File: config.mk
export PLATFORM = sky130hd
export DESIGN_NAME = conv_feeder
export DESIGN_NICKNAME = d
export VERILOG_FILES = /design/src/rtl/conv_feeder_pkg.sv /design/src/rtl/conv_feeder.sv
export SDC_FILE = /design/constraint.sdc
export NUM_CORES = 1
export LEC_CHECK = 0
export ABC_AREA = 1
export BUFFER_PORTS_ARGS = -buffer_cell sky130_fd_sc_hd__buf_4
export CAP_MARGIN = 10
export CORE_MARGIN = 3
export CORE_UTILIZATION = 29
export DETAILED_ROUTE_END_ITERATION = 10
export HOLD_SLACK_MARGIN = 0.1
export PLACE_DENSITY = 0.68
export SLEW_MARGIN = 10
export SYNTH_ARGS = -nofsm -noshare
export SYNTH_HDL_FRONTEND = slang
export SYNTH_SLANG_ARGS = --single-unit
export TNS_END_PERCENT = 1
File: constraint.sdc
create_clock -name clk -period 4.2 [get_ports clk]
set_input_delay 0.84 -clock clk [delete_from_list [all_inputs] [get_ports clk]]
set_output_delay 0.84 -clock clk [all_outputs]
set_load 0.03 [all_outputs]
File: src/rtl/conv_feeder_pkg.sv
// Shared constants and FSM encoding for the 3x3 core feeder path.
// Imported by conv_feeder and by computing_core users.
package conv_feeder_pkg;

    localparam int WIDTH = 8;
    localparam int KTAPS = 9;
    localparam int NFILT = 4;
    localparam int TAP_W = 4;

    typedef enum logic [2:0] {
        ST_IDLE,
        ST_WREQ,
        ST_WLAST,
        ST_STREAM,
        ST_FIN
    } state_e;

endpackage

File: src/rtl/conv_feeder.sv
// Producer for the 3x3 computing core: loads one 4-filter kernel,
// then streams NUM_WIN aligned windows from the three row FIFOs.
module conv_feeder #(
    parameter int WIDTH   = conv_feeder_pkg::WIDTH,
    parameter int NUM_WIN = 30,
    parameter int WADDR_W = 8,
    parameter int CNT_W   = 8
) (
    input  logic                                   clk,
    input  logic                                   rst,
    input  logic                                   start,
    input  logic [WADDR_W-1:0]                     kernel_base,
    input  logic                                   hold,
    output logic                                   busy,
    output logic                                   done,
    output logic                                   load_err,
    output logic                                   w_rd_en,
    output logic [WADDR_W-1:0]                     w_rd_addr,
    input  logic [conv_feeder_pkg::NFILT*WIDTH-1:0] w_rd_data,
    input  logic [2:0]                             ff_empty,
    input  logic [3*WIDTH-1:0]                     ff_dout0,
    input  logic [3*WIDTH-1:0]                     ff_dout1,
    input  logic [3*WIDTH-1:0]                     ff_dout2,
    output logic                                   ff_ren,
    output logic                                   weight_load,
    output logic [WIDTH-1:0]                       weight0,
    output logic [WIDTH-1:0]                       weight1,
    output logic [WIDTH-1:0]                       weight2,
    output logic [WIDTH-1:0]                       weight3,
    input  logic                                   weight_load_done,
    output logic                                   activate_ready,
    output logic [3*WIDTH-1:0]                     activate0,
    output logic [3*WIDTH-1:0]                     activate1,
    output logic [3*WIDTH-1:0]                     activate2
);

    import conv_feeder_pkg::*;

    state_e             state_q, state_d;
    logic [TAP_W-1:0]   tap_q, tap_d;
    logic [CNT_W-1:0]   win_q, win_d;
    logic [WADDR_W-1:0] base_q, base_d;
    logic               err_q, err_d;
    logic               wl_q;
    logic               go;
    logic               pop;

    assign go  = (state_q == ST_IDLE) & start;
    assign pop = (state_q == ST_STREAM) & ~hold & ~|ff_empty
               & (win_q < CNT_W'(NUM_WIN));

    always_ff @(posedge clk) begin
        if (rst) state_q <= ST_IDLE;
        else     state_q <= state_d;
    end

    // WLAST spans the 9th beat plus one guard cycle before windows
    always_comb begin
        state_d = state_q;
        unique case (state_q)
            ST_IDLE:   if (start) state_d = ST_WREQ;
            ST_WREQ:   if (tap_q == TAP_W'(KTAPS-1)) state_d = ST_WLAST;
            ST_WLAST:  if (tap_q == TAP_W'(KTAPS+1)) state_d = ST_STREAM;
            ST_STREAM: if (pop && win_q == CNT_W'(NUM_WIN-1)) state_d = ST_FIN;
            ST_FIN:    state_d = ST_IDLE;
            default:   state_d = ST_IDLE;
        endcase
    end

    always_comb begin
        busy    = 1'b0;
        done    = 1'b0;
        w_rd_en = 1'b0;
        unique case (state_q)
            ST_WREQ: begin
                busy    = 1'b1;
                w_rd_en = 1'b1;
            end
            ST_WLAST, ST_STREAM: busy = 1'b1;
            ST_FIN:              done = 1'b1;
            default: ;
        endcase
    end

    always_comb begin
        tap_d  = tap_q;
        win_d  = win_q;
        base_d = base_q;
        err_d  = err_q;
        if (go) begin
            tap_d  = '0;
            win_d  = '0;
            base_d = kernel_base;
            err_d  = 1'b0;
        end else begin
            if (state_q == ST_WREQ || state_q == ST_WLAST)
                tap_d = tap_q + 1'b1;
            if (pop)
                win_d = win_q + 1'b1;
            if (state_q == ST_WLAST && tap_q == TAP_W'(KTAPS) && !weight_load_done)
                err_d = 1'b1;
        end
    end

    always_ff @(posedge clk) begin
        if (rst) begin
            tap_q  <= '0;
            win_q  <= '0;
            base_q <= '0;
            err_q  <= 1'b0;
            wl_q   <= 1'b0;
        end else begin
            tap_q  <= tap_d;
            win_q  <= win_d;
            base_q <= base_d;
            err_q  <= err_d;
            wl_q   <= (state_q == ST_WREQ);
        end
    end

    assign w_rd_addr      = base_q + WADDR_W'(tap_q);
    assign load_err       = err_q;
    assign weight_load    = wl_q;
    assign weight0        = w_rd_data[0*WIDTH +: WIDTH];
    assign weight1        = w_rd_data[1*WIDTH +: WIDTH];
    assign weight2        = w_rd_data[2*WIDTH +: WIDTH];
    assign weight3        = w_rd_data[3*WIDTH +: WIDTH];
    assign ff_ren         = pop;
    assign activate_ready = pop;
    assign activate0      = ff_dout0;
    assign activate1      = ff_dout1;
    assign activate2      = ff_dout2;

endmodule
**Word-level counts from Yosys, hierarchy flattened**

Cells that the tools add are included.

- Word-level logic and storage cells: 46
- Input port bits: 120
- Bits in registers: 25
- Output and inout port bits: 119

- Add/sub/neg operators: 3
- Bitwise gates (word level): 5
- Reductions and logical operators: 11
- Eq/ne operators: 12
- Order comparisons: 1
- Multiplexer cells: 8

Operator list:

| operator | count |
|---|---|
| equality test 4 bit, second input constant | 3 |
| two-way mux 3 bit | 4 |
| one-hot mux 3 bit (4 select lines) | 1 |
| adder 8 x 1 -> 8 bit, second input constant | 1 |
| adder 8 x 4 -> 8 bit | 1 |
| equality test 8 x 5 -> 1 bit, second input constant | 1 |
| < comparator 8 x 5 -> 1 bit, second input constant | 1 |
| equality test 3 x 2 -> 1 bit, second input constant | 2 |
| != test 2 bit, second input constant | 3 |
| OR reduction 3 bit | 2 |
| adder 4 x 1 -> 4 bit, second input constant | 1 |
| bitwise AND 1 bit | 4 |
| AND reduction 4 bit | 1 |
| equality test 3 x 1 -> 1 bit, second input constant | 1 |
| equality test 3 bit, second input constant | 1 |
| logical AND 1 bit | 3 |
| zero test 3 bit | 1 |
| two-way mux 1 bit | 3 |
| zero test 1 bit | 2 |
| != test 2 x 1 -> 1 bit, second input constant | 1 |
| OR reduction 2 bit | 1 |
| logical OR 1 bit | 1 |
| inverter 1 bit | 1 |

**Longest topological paths before layout**

Gate-level depths: netlist (run 1).

- Depth after elaboration: 7
- Depth in mapped cells: 8
- Mapped depth without buffers: 8

**Worst setup path after synthesis (run 1)**

No wires, ideal clock.

- Kind: flip-flop to output port
- From: reg tap_q[0]
- To: out w_rd_addr[6]
- Required time: 3.360 ns
- Path slack: 1.516 ns
- Cell stages (with the launch flop): 7
- Arrival time: 1.844 ns
- Buffers on the path: 0
- Cells stage by stage: dfxtp_1 ha_1 inv_1 fa_1 o21ai_0 nand3_1 xor2_1

- Word-level cells in the longest chain between the ends: 1

RTL lines:

| element | line | source |
|---|---|---|
| start: declaration | conv_feeder.sv:40 | `logic [TAP_W-1:0] tap_q, tap_d;` |
| start signal: assignment | conv_feeder.sv:113 | `tap_q <= tap_d;` |
| adder 8 x 4 -> 8 bit | conv_feeder.sv:121 | `assign w_rd_addr = base_q + WADDR_W'(tap_q);` |
| end: declaration | conv_feeder.sv:18 | `output logic [WADDR_W-1:0] w_rd_addr,` |

Every way passes these cells.

**Final worst setup path (run 1)**

Same ends and word-level chain as after synthesis.

==> flow_metrics.env, run 1 <==
export IMPL_track_usage=0.0836
export IMPL_r2r_cells=6
export IMPL_die_h_um=94.2
export IMPL_mostFrequentLayoutCell="buf_4"
export IMPL_finalHoldViolations=0
export IMPL_syn_area_um2=2250
export IMPL_first_pass_iters=4
export IMPL_hold_end="win_q[7]"
export IMPL_p_leak_nw=0.803
export IMPL_area_growth_pct=-18.0
export IMPL_yosysWarnings=0
export IMPL_ctsResizeCount=0
export IMPL_floorplan_die_area_um2=8870
export IMPL_timing_max_cap_violations=0
export IMPL_clkLatencyLatePin_ns=0.26
export IMPL_hold_slack_ns=0.442
export IMPL_drt_iter0_markers=13
export IMPL_synthCells=300
export IMPL_tightest_slew_ns=0.405
export IMPL_slew_headroom=0.730
export IMPL_startpoint_type="flip-flop"
export IMPL_cts_clk_slew_worst_paths_ns=0.09
export IMPL_period_minus_slack_ns=2.92
export IMPL_period_share=0.695
export IMPL_post_cts_buffers=0
export IMPL_cts_root_buf="clkbuf_8"
export IMPL_r2r_end="tap_q[1]"
export IMPL_cpPeakStageDelay_ns=0.40
export IMPL_place_gp_congestion=0.759
export IMPL_core_um2=7410
export IMPL_grt_pass1_vias=1352
export IMPL_nNetsFinal=359
export IMPL_slew_viol_final=0
export IMPL_min_path_type="reg -> reg"
export IMPL_clock_sinks=25
export IMPL_path_max_fanout=5
export IMPL_yosysSeqAreaShare=0.222
export IMPL_fill_cells=816
export IMPL_synthesis_nets=431
export IMPL_crit_required_ns=3.36
export IMPL_ir_drop_mv=0.255
export IMPL_hold_buffers=0
export IMPL_vias_per_cell=4.13
export IMPL_fin_cells=326
export IMPL_status="finished clean"
export IMPL_slowest_stage="dfxtp_1"
export IMPL_drcViolationCount=0
export IMPL_power_density_nw_per_um2=471
export IMPL_arrival_ns=2.08
export IMPL_num_vias=1345
export IMPL_r2r_start="state_q[2]"
export IMPL_antenna_cells=0
export IMPL_wirelength_um=3690
export IMPL_seqCellArea_um2=500
export IMPL_rsz0062_at_grt="no"
export IMPL_final_cell_mix="30 x buf_4, 29 x nand2_1, 27 x inv_1"
export IMPL_setup_violations=0
export IMPL_syn_avg_cell_area_um2=7.52
export IMPL_worstPathCellList="ha_1, inv_1, fa_1, o21ai_0, nand3_1, xor2_1, buf_4"
export IMPL_tritoncts="done"
export IMPL_synth_seq_cells=25
export IMPL_cts_buffers=3
export IMPL_rows=31
export IMPL_io_buffers=30
export IMPL_final_antenna_net_count=0
export IMPL_die_w_um=94.2
export IMPL_multiInputGateArea_um2=820
export IMPL_crit_family="adder cells"
export IMPL_placed_cells=322
export IMPL_wire_per_inst_um=11.3
export IMPL_clockBufferDepth=2
export IMPL_rrSetupSlack_ns=2.83
export IMPL_drive_above_1_share=0.273
export IMPL_grt_pass1_wl_um=5980
export IMPL_antenna_found_initial=0
export IMPL_final_setup_tns_ns=0
export IMPL_crit_buf_inv=2
export IMPL_dpl_hpwl_um=3050
export IMPL_worstSetupPathType="reg -> out"
export IMPL_hold_start="win_q[7]"
export IMPL_htreeDepth=1
export IMPL_io_pins=239
export IMPL_ys_types=29
export IMPL_holdPathStages=2
export IMPL_grt_max_degree=18
export IMPL_end_kind="output port"
export IMPL_finClkSkew_ns=0.00538
export IMPL_overflow=0
export IMPL_start_util=0.304
export IMPL_fmax_mhz=343
[worst max path at each step]
| stage | start | end | depth (start not counted) |
|---|---|---|---|
| 2_1_floorplan | tap_q[0] | w_rd_addr[6] | 6 |
| 3_3_place_gp | tap_q[0] | w_rd_addr[6] | 7 |
| 3_5_place_dp | tap_q[0] | w_rd_addr[6] | 7 |
| 4_1_cts | tap_q[0] | w_rd_addr[6] | 7 |
| 5_1_grt | tap_q[0] | w_rd_addr[6] | 7 |
| 6_report | tap_q[0] | w_rd_addr[6] | 7 |
[worst min-delay path, cell delays in order (launching register included)]
cell and delay (ns):
dfxtp_1 0.32, inv_1 0.05, nor2_1 0.03
[sequential cells by signal, indices dropped and copies added (netlist names)]
signal,flops
weight_load,1
tap_q,4
state_q,3
load_err,1
win_q,8
base_q,8
[metrics by stage]
stage | utilization | setup WS [ns] | cell area [um2] | power [W]
after floorplan | - | 1.52 | 2250 | 0.000802
after global placement | 0.244 | 1.59 | 1800 | 0.000737
after detailed placement | 0.244 | 1.56 | 1800 | 0.000739
after CTS | 0.250 | 1.25 | 1850 | 0.000885
after global routing | 0.250 | 1.12 | 1850 | 0.000938
final | 0.250 | 1.28 | 1850 | 0.000871
[synth_stat cells]
library cell / instances / area, um2
nand2_2: 4 / 25.0
nor3_2: 1 / 10.0
o21ai_1: 3 / 15.0
nand2_4: 2 / 22.5
xor2_1: 6 / 52.6
nand4_1: 3 / 18.8
nand2_1: 29 / 109
nor2_1: 18 / 67.6
nor2_2: 4 / 25.0
a21oi_2: 1 / 8.76
buf_4: 106 / 796
nand4_2: 1 / 12.5
inv_1: 27 / 101
nand3_2: 2 / 20.0
clkbuf_1: 1 / 3.75
a21oi_1: 22 / 110
nor3_1: 2 / 10.0
ha_1: 10 / 125
xnor2_1: 1 / 8.76
o21ai_2: 1 / 8.76
nand3_1: 9 / 45.0
nor2_4: 1 / 11.3
dfxtp_1: 25 / 500
fa_1: 1 / 20.0
inv_2: 9 / 33.8
nand3_4: 2 / 35.0
o21ai_0: 7 / 35.0
nand3b_1: 1 / 7.51
nor3_4: 1 / 16.3
[where the power goes]
group / switching (W) / leakage [nW] / total [W] / internal [W]
combinational: 0.000273 / 0.577 / 0.000420 / 0.000147
sequential: 0.0000347 / 0.204 / 0.000309 / 0.000275
clock: 0.0000735 / 0.0228 / 0.000141 / 0.0000677
[per-layer routing]
layer  wire length (um)  track usage
met1               1560       0.0901
met2               1630        0.139
met3                359       0.0393
met4                134       0.0361
met5                  0            0
[kinds of logic after synthesis]
| family | count (synthesis) | synth area share |
|---|---|---|
| simple gates | 80 | 0.193 |
| buf+inv | 143 | 0.415 |
| fa+ha+maj | 11 | 0.0644 |
| flops | 25 | 0.222 |
| compound gates | 34 | 0.0788 |
| xor+xnor | 7 | 0.0272 |
[cell type report]
| type | count | share of cell area |
|---|---|---|
| timing repair buffer | 30 | 0.122 |
| multi-input combinational | 132 | 0.443 |
| clock buffer | 4 | 0.0244 |
| tap | 99 | 0.0670 |
| inverter | 36 | 0.0731 |
| sequential | 25 | 0.271 |
Power figures use the tool's default switching activity.
==> run 2: changes to the inputs <==
--- a/config.mk
+++ b/config.mk
@@ -5,14 +5,14 @@
 export SDC_FILE = /design/constraint.sdc
 export NUM_CORES = 1
 export LEC_CHECK = 0
-export ABC_AREA = 1
+export ABC_AREA = 0
 export BUFFER_PORTS_ARGS = -buffer_cell sky130_fd_sc_hd__buf_4
 export CAP_MARGIN = 10
 export CORE_MARGIN = 3
 export CORE_UTILIZATION = 29
 export DETAILED_ROUTE_END_ITERATION = 10
 export HOLD_SLACK_MARGIN = 0.1
-export PLACE_DENSITY = 0.68
+export PLACE_DENSITY = 0.72
 export SLEW_MARGIN = 10
 export SYNTH_ARGS = -nofsm -noshare
 export SYNTH_HDL_FRONTEND = slang
==> constraint.sdc (replaced) <==
create_clock -name clk -period 2.5 [get_ports clk]
set_input_delay 0.5 -clock clk [delete_from_list [all_inputs] [get_ports clk]]
set_output_delay 0.5 -clock clk [all_outputs]
set_load 0.03 [all_outputs]
==> run 2 against run 1 <==
  * Synthesized cell count is 13% lower
  * Sequential share of layout area grew 1.3 points
  * Via count decreased by 4.2%
  * Clock-buffer cell count did not move
  * Hold slack gained 0.024 ns
  * Synthesized area shrank 4.6%
  * Design area down 3.8%
  * Highest routed layer unchanged
  * Critical path depth rose by 1
  * Combinational power down 66%
  * Worst setup slack lost 1.2 ns
  * Critical path type unchanged
==> flow_metrics.env, run 2 <==
export IMPL_track_usage=0.0881
export IMPL_clockBufferDepth=2
export IMPL_grt_pass1_vias=1296
export IMPL_fmax_mhz=416
export IMPL_grt_max_degree=14
export IMPL_power_density_nw_per_um2=445
export IMPL_synth_area_top_cells="buf_4 37%, dfxtp_1 23%, ha_1 5.8%, nand2_1 3.8%, xnor2_1 2.8%"
export IMPL_rrSetupSlack_ns=0.79
export IMPL_holdPathStages=1
export IMPL_crit_family="adder cells"
export IMPL_start_util=0.308
export IMPL_slowest_stage="dfxtp_2"
export IMPL_syn_avg_cell_area_um2=8.25
export IMPL_crit_required_ns=2.00
export IMPL_synth_edf_count=0
export IMPL_yosysWarnings=0
export IMPL_period_minus_slack_ns=2.40
export IMPL_r2r_cells=4
export IMPL_synthTopCellsByCount="106 x buf_4, 25 x dfxtp_1, 22 x nand2_1"
export IMPL_tritoncts="done"
export IMPL_synth_flop_cell="dfxtp_1"
export IMPL_worstSetupPathType="reg -> out"
export IMPL_yosysSeqAreaShare=0.233
export IMPL_startpoint_type="flip-flop"
export IMPL_drive_above_1_share=0.268
export IMPL_final_antenna_net_count=0
export IMPL_cts_buffers=3
export IMPL_hold_slack_ns=0.466
export IMPL_synthCells=261
export IMPL_period_share=0.961
export IMPL_io_pins=239
export IMPL_wirelength_um=3860
export IMPL_num_vias=1288
export IMPL_cpPeakStageDelay_ns=0.36
export IMPL_drt_iter0_markers=71
export IMPL_die_h_um=92.1
export IMPL_slew_headroom=0.693
export IMPL_synth_top_area_share=0.370
export IMPL_vias_per_cell=4.50
export IMPL_final_util=0.255
export IMPL_worstPathCellList="ha_4, inv_2, fa_2, nor2b_1, o21ai_1, a21oi_1, xor2_1, buf_4"
export IMPL_area_growth_pct=-17.3
export IMPL_antenna_cells=0
export IMPL_arrival_ns=1.90
export IMPL_finalHoldViolations=0
export IMPL_floorplan_die_area_um2=8490
export IMPL_critical_path_depth=8
export IMPL_place_gp_congestion=0.790
export IMPL_timing_max_cap_violations=0
export IMPL_core_um2=6980
export IMPL_crit_buf_inv=2
export IMPL_setup_violations=0
export IMPL_min_path_type="reg -> reg"
export IMPL_mostFrequentLayoutCell="buf_4"
export IMPL_htreeDepth=1
export IMPL_r2r_end="win_q[4]"
export IMPL_r2r_start="state_q[0]"
export IMPL_synth_seq_cells=25
export IMPL_overflow=0
export IMPL_p_leak_nw=0.729
export IMPL_fill_cells=792
export IMPL_dpl_hpwl_um=3050
export IMPL_antenna_found_initial=0
export IMPL_clkLatencyLatePin_ns=0.26
export IMPL_die_w_um=92.1
export IMPL_yosysTopAreaCell="buf_4"
export IMPL_cts_clk_slew_worst_paths_ns=0.08
export IMPL_grt_pass1_wl_um=6110
export IMPL_synth_most_common_cell="buf_4"
export IMPL_ir_drop_mv=0.210
export IMPL_finClkSkew_ns=0.00251
export IMPL_drcViolationCount=0
export IMPL_path_max_fanout=3
export IMPL_cp_startpoint="base_q[0]"
export IMPL_end_kind="output port"
export IMPL_syn_area_um2=2150
export IMPL_power_w=0.000792
export IMPL_first_pass_iters=4
export IMPL_cts_root_buf="clkbuf_8"
export IMPL_tightest_slew_ns=0.460
export IMPL_io_buffers=30
export IMPL_top_regs="base_q: 8 flops, win_q: 8 flops, tap_q: 4 flops"
export IMPL_wire_per_inst_um=13.5
export IMPL_slew_viol_final=0
export IMPL_nNetsFinal=322
export IMPL_async_reset_ff_frac=0
export IMPL_ys_types=41
export IMPL_status="finished clean"
export IMPL_endpoint="w_rd_addr[6]"
export IMPL_final_cell_mix="35 x buf_4, 22 x nand2_1, 22 x dfxtp_1"
export IMPL_rows=30
export IMPL_synthesis_nets=392
export IMPL_clock_sinks=25
run 2: cell count changes after synthesis, moves of 3 or more:
cell / before / now
a21oi_1: 22 / 12
inv_2: 9 / 0
nor2b_1: 0 / 4
inv_1: 27 / 10
nand3_1: 9 / 3
xnor2_1: 1 / 7
nor2_2: 4 / 0
nand2_2: 4 / 0
and2_1: 0 / 4
o21ai_1: 3 / 0
xor2_1: 6 / 3
nand2_1: 29 / 22
run 2: per-stage QoR:
step | std cells | setup WS [ns] | setup TNS [ns] | area (um2)
final | 286 | 0.0967 | 0 | 1780
after detailed placement | 279 | 0.250 | 0 | 1690
after global routing | 286 | -0.0423 | -0.0743 | 1780
after floorplan | 261 | 0.0800 | 0 | 2150
after global placement | 279 | 0.297 | 0 | 1690
after CTS | 283 | 0.0563 | 0 | 1740
run 2: routing by layer:
metal  global-route usage  vias to the layer above  share of wire
met1               0.0967                      588           0.40
met5                    0                        -              0
met4               0.0705                        0          0.068
li1                     -                      603              -
met3               0.0254                       46          0.075
met2                0.141                       51           0.46
run 2: logic make-up (layout without fill, tap and decap cells):
group           after synthesis  in the layout  synth area share
simple gates                 66             66             0.178
compound gates               29             29            0.0826
fa+ha+maj                    11             11            0.0674
buf+inv                     120             49             0.398
flops                        25             25             0.233
xor+xnor                     10             10            0.0407
run 2: layout make-up:
type	instances	area, um2	share of cell area
clock buffers	4	45.0	0.0253
inverters	10	37.5	0.0211
multi-input cells	116	810	0.455
flip-flops and latches	25	504	0.283
well taps	96	120	0.0675
repair buffers	35	263	0.148
run 2: where the power goes:
group | switching, W | internal, W | leakage [nW]
sequential | 0.0000115 | 0.000410 | 0.205
combinational | 0.0000788 | 0.0000620 | 0.502
clock | 0.000117 | 0.000113 | 0.0228
total | 0.000207 | 0.000585 | 0.729
run 2: worst min-delay path by stage:
stage	to	slack, ns	startpoint
after global routing	base_q[7]	0.48	kernel_base[7]
final	win_q[7]	0.47	win_q[7]
after floorplan	win_q[7]	0.43	win_q[7]
after global placement	win_q[7]	0.44	win_q[7]
after CTS	base_q[0]	0.47	base_q[0]
after detailed placement	base_q[0]	0.45	base_q[0]
run 2: repair_timing:
item / CTS / global route
hold buffers: 0 / 0
resized for setup: 3 / 5
buffers inserted: 0 / 3
endpoints found under the setup margin: 1 / 1
pin swaps: 1 / 5
==> run 3: changes to the inputs <==
--- a/config.mk
+++ b/config.mk
@@ -5,14 +5,15 @@
 export SDC_FILE = /design/constraint.sdc
 export NUM_CORES = 1
 export LEC_CHECK = 0
-export ABC_AREA = 0
+export ABC_AREA = 1
 export BUFFER_PORTS_ARGS = -buffer_cell sky130_fd_sc_hd__buf_4
 export CAP_MARGIN = 10
 export CORE_MARGIN = 3
 export CORE_UTILIZATION = 29
+export CTS_CLUSTER_DIAMETER = 50
 export DETAILED_ROUTE_END_ITERATION = 10
 export HOLD_SLACK_MARGIN = 0.1
-export PLACE_DENSITY = 0.72
+export PLACE_DENSITY = 0.71
 export SLEW_MARGIN = 10
 export SYNTH_ARGS = -nofsm -noshare
 export SYNTH_HDL_FRONTEND = slang
==> run 3 against run 2 <==
  * Core utilization down 0.40 points
  * Non-clock buffer count down 5
  * Design area up 4.4%
  * Register-to-register slack better by 0.33 ns
  * Sequential cell count unchanged
  * Worst setup slack better by 0.093 ns
  * Critical path depth down 1
  * Wire length down 1.3%
  * Final cell count up 14%
  * Highest routed layer unchanged
==> flow_metrics.env, run 3 (synthesized netlist as in run 1, its figures left out) <==
export IMPL_crit_family="adder cells"
export IMPL_rrSetupSlack_ns=1.12
export IMPL_end_kind="output port"
export IMPL_ir_drop_mv=0.502
export IMPL_setup_slack_ns=0.189
export IMPL_die_w_um=94.2
export IMPL_p_leak_nw=0.806
export IMPL_place_gp_congestion=0.770
export IMPL_hold_end="weight_load"
export IMPL_clkLatencyLatePin_ns=0.26
export IMPL_hold_buffers=0
export IMPL_wire_per_inst_um=11.7
export IMPL_antenna_cells=0
export IMPL_mostFrequentLayoutCell="buf_4"
export IMPL_cts_clk_slew_worst_paths_ns=0.08
export IMPL_io_pins=239
export IMPL_tightest_slew_ns=0.381
export IMPL_wirelength_um=3810
export IMPL_top_regs="base_q: 8 flops, win_q: 8 flops, tap_q: 4 flops"
export IMPL_holdPathStages=2
export IMPL_period_share=0.924
export IMPL_crit_buf_inv=2
export IMPL_nNetsFinal=359
export IMPL_floorplan_die_area_um2=8870
export IMPL_power_density_nw_per_um2=794
export IMPL_finalHoldViolations=0
export IMPL_timing_max_cap_violations=0
export IMPL_r2r_end="tap_q[1]"
export IMPL_overflow=0
export IMPL_io_buffers=30
export IMPL_dpl_hpwl_um=3140
export IMPL_grt_pass1_wl_um=6110
export IMPL_tritoncts="done"
export IMPL_r2r_start="state_q[2]"
export IMPL_track_usage=0.0866
export IMPL_drive_above_1_share=0.291
export IMPL_slew_headroom=0.746
export IMPL_slew_viol_final=0
export IMPL_rows=31
export IMPL_startpoint_type="flip-flop"
export IMPL_final_setup_tns_ns=0
export IMPL_cts_root_buf="clkbuf_8"
export IMPL_path_max_fanout=5
export IMPL_grt_max_degree=18
export IMPL_drt_iter0_markers=39
export IMPL_grt_pass1_vias=1330
export IMPL_status="finished clean"
export IMPL_finClkSkew_ns=0.00161
export IMPL_period_minus_slack_ns=2.31
export IMPL_min_path_type="in -> reg"
export IMPL_arrival_ns=1.81
export IMPL_slowest_stage="dfxtp_2"
export IMPL_die_h_um=94.2
export IMPL_setup_violations=0
export IMPL_drcViolationCount=0
export IMPL_vias_per_cell=4.34
export IMPL_first_pass_iters=4
export IMPL_critical_path_depth=7
export IMPL_start_util=0.304
export IMPL_clockBufferDepth=2
export IMPL_cpPeakStageDelay_ns=0.37
export IMPL_area_growth_pct=-17.6
export IMPL_core_um2=7410
export IMPL_rsz0062_at_grt="no"
export IMPL_clock_sinks=25
export IMPL_worstSetupPathType="reg -> out"
export IMPL_crit_required_ns=2.00
export IMPL_final_antenna_net_count=0
export IMPL_cts_buffers=3
export IMPL_antenna_found_initial=0
export IMPL_final_cell_mix="30 x buf_4, 29 x nand2_1, 27 x inv_1"
export IMPL_hold_start="rst"
export IMPL_pre_cts_ws_ns=0.197
export IMPL_r2r_cells=6
export IMPL_htreeDepth=1
export IMPL_fmax_mhz=433
export IMPL_num_vias=1416
export IMPL_worstPathCellList="ha_1, inv_1, fa_2, o21ai_2, nand3_1, xor2_1, buf_4"
-- run 3: cell count changes in the layout (fill, tap and decap cells not counted), moves of 3 or more --
cell and delta:
inv_2 +8, buf_4 -5, nand2_1 +7, a21oi_1 +10, nand3_1 +6, nor2_2 +4, and2_1 -4, xor2_1 +3
xnor2_1 -6, nand2_2 +4, nor2b_1 -4, inv_1 +18
-- run 3: area by class of cell --
cell class,instances,area (um2)
repair buffers,30,225
flip-flops and latches,25,503
multi-input cells,132,826
well taps,99,124
fillers,827,5550
inverters,36,135
clock buffers,4,45.0
-- run 3: worst max-delay path by stage --
stage	from	end	slack (ns)
after floorplan	tap_q[0]	w_rd_addr[6]	0.16
after global placement	tap_q[0]	w_rd_addr[6]	0.23
after global routing	tap_q[0]	w_rd_addr[6]	0.06
after CTS	tap_q[0]	w_rd_addr[6]	0.03
after detailed placement	tap_q[0]	w_rd_addr[6]	0.20
final	tap_q[0]	w_rd_addr[6]	0.19
-- run 3: repair_timing --
action                     CTS  global route
buffers inserted             0             0
setup endpoints to repair    2             2
resized for setup            2             3
pin swaps                    0             1
-- run 3: report_power, final --
| group | internal, W | leakage [nW] | switching, W | total (W) |
|---|---|---|---|---|
| registers | 0.000465 | 0.205 | 0.0000589 | 0.000523 |
| clock network | 0.000114 | 0.0228 | 0.000120 | 0.000234 |
| logic | 0.000251 | 0.579 | 0.000468 | 0.000719 |
| total | 0.000829 | 0.806 | 0.000647 | 0.00148 |
-- run 3: per-stage QoR --
stage,power (W),utilization,cells,hold slack [ns],cell area (um2)
floorplan,0.00135,-,300,0.420,2250
CTS,0.00150,0.250,326,0.379,1850
global route,0.00160,0.251,326,0.378,1860
global placement,0.00124,0.244,322,0.426,1800
detailed placement,0.00125,0.244,322,0.432,1800
finish,0.00148,0.251,326,0.389,1860
-- run 3: layer usage --
| layer | global-route usage | wire length (um) | vias up |
|---|---|---|---|
| met5 | 0 | 0 | - |
| met4 | 0.0614 | 210 | 0 |
| met3 | 0.0409 | 381 | 42 |
| met2 | 0.132 | 1700 | 66 |
| met1 | 0.0934 | 1520 | 624 |
| li1 | - | - | 684 |
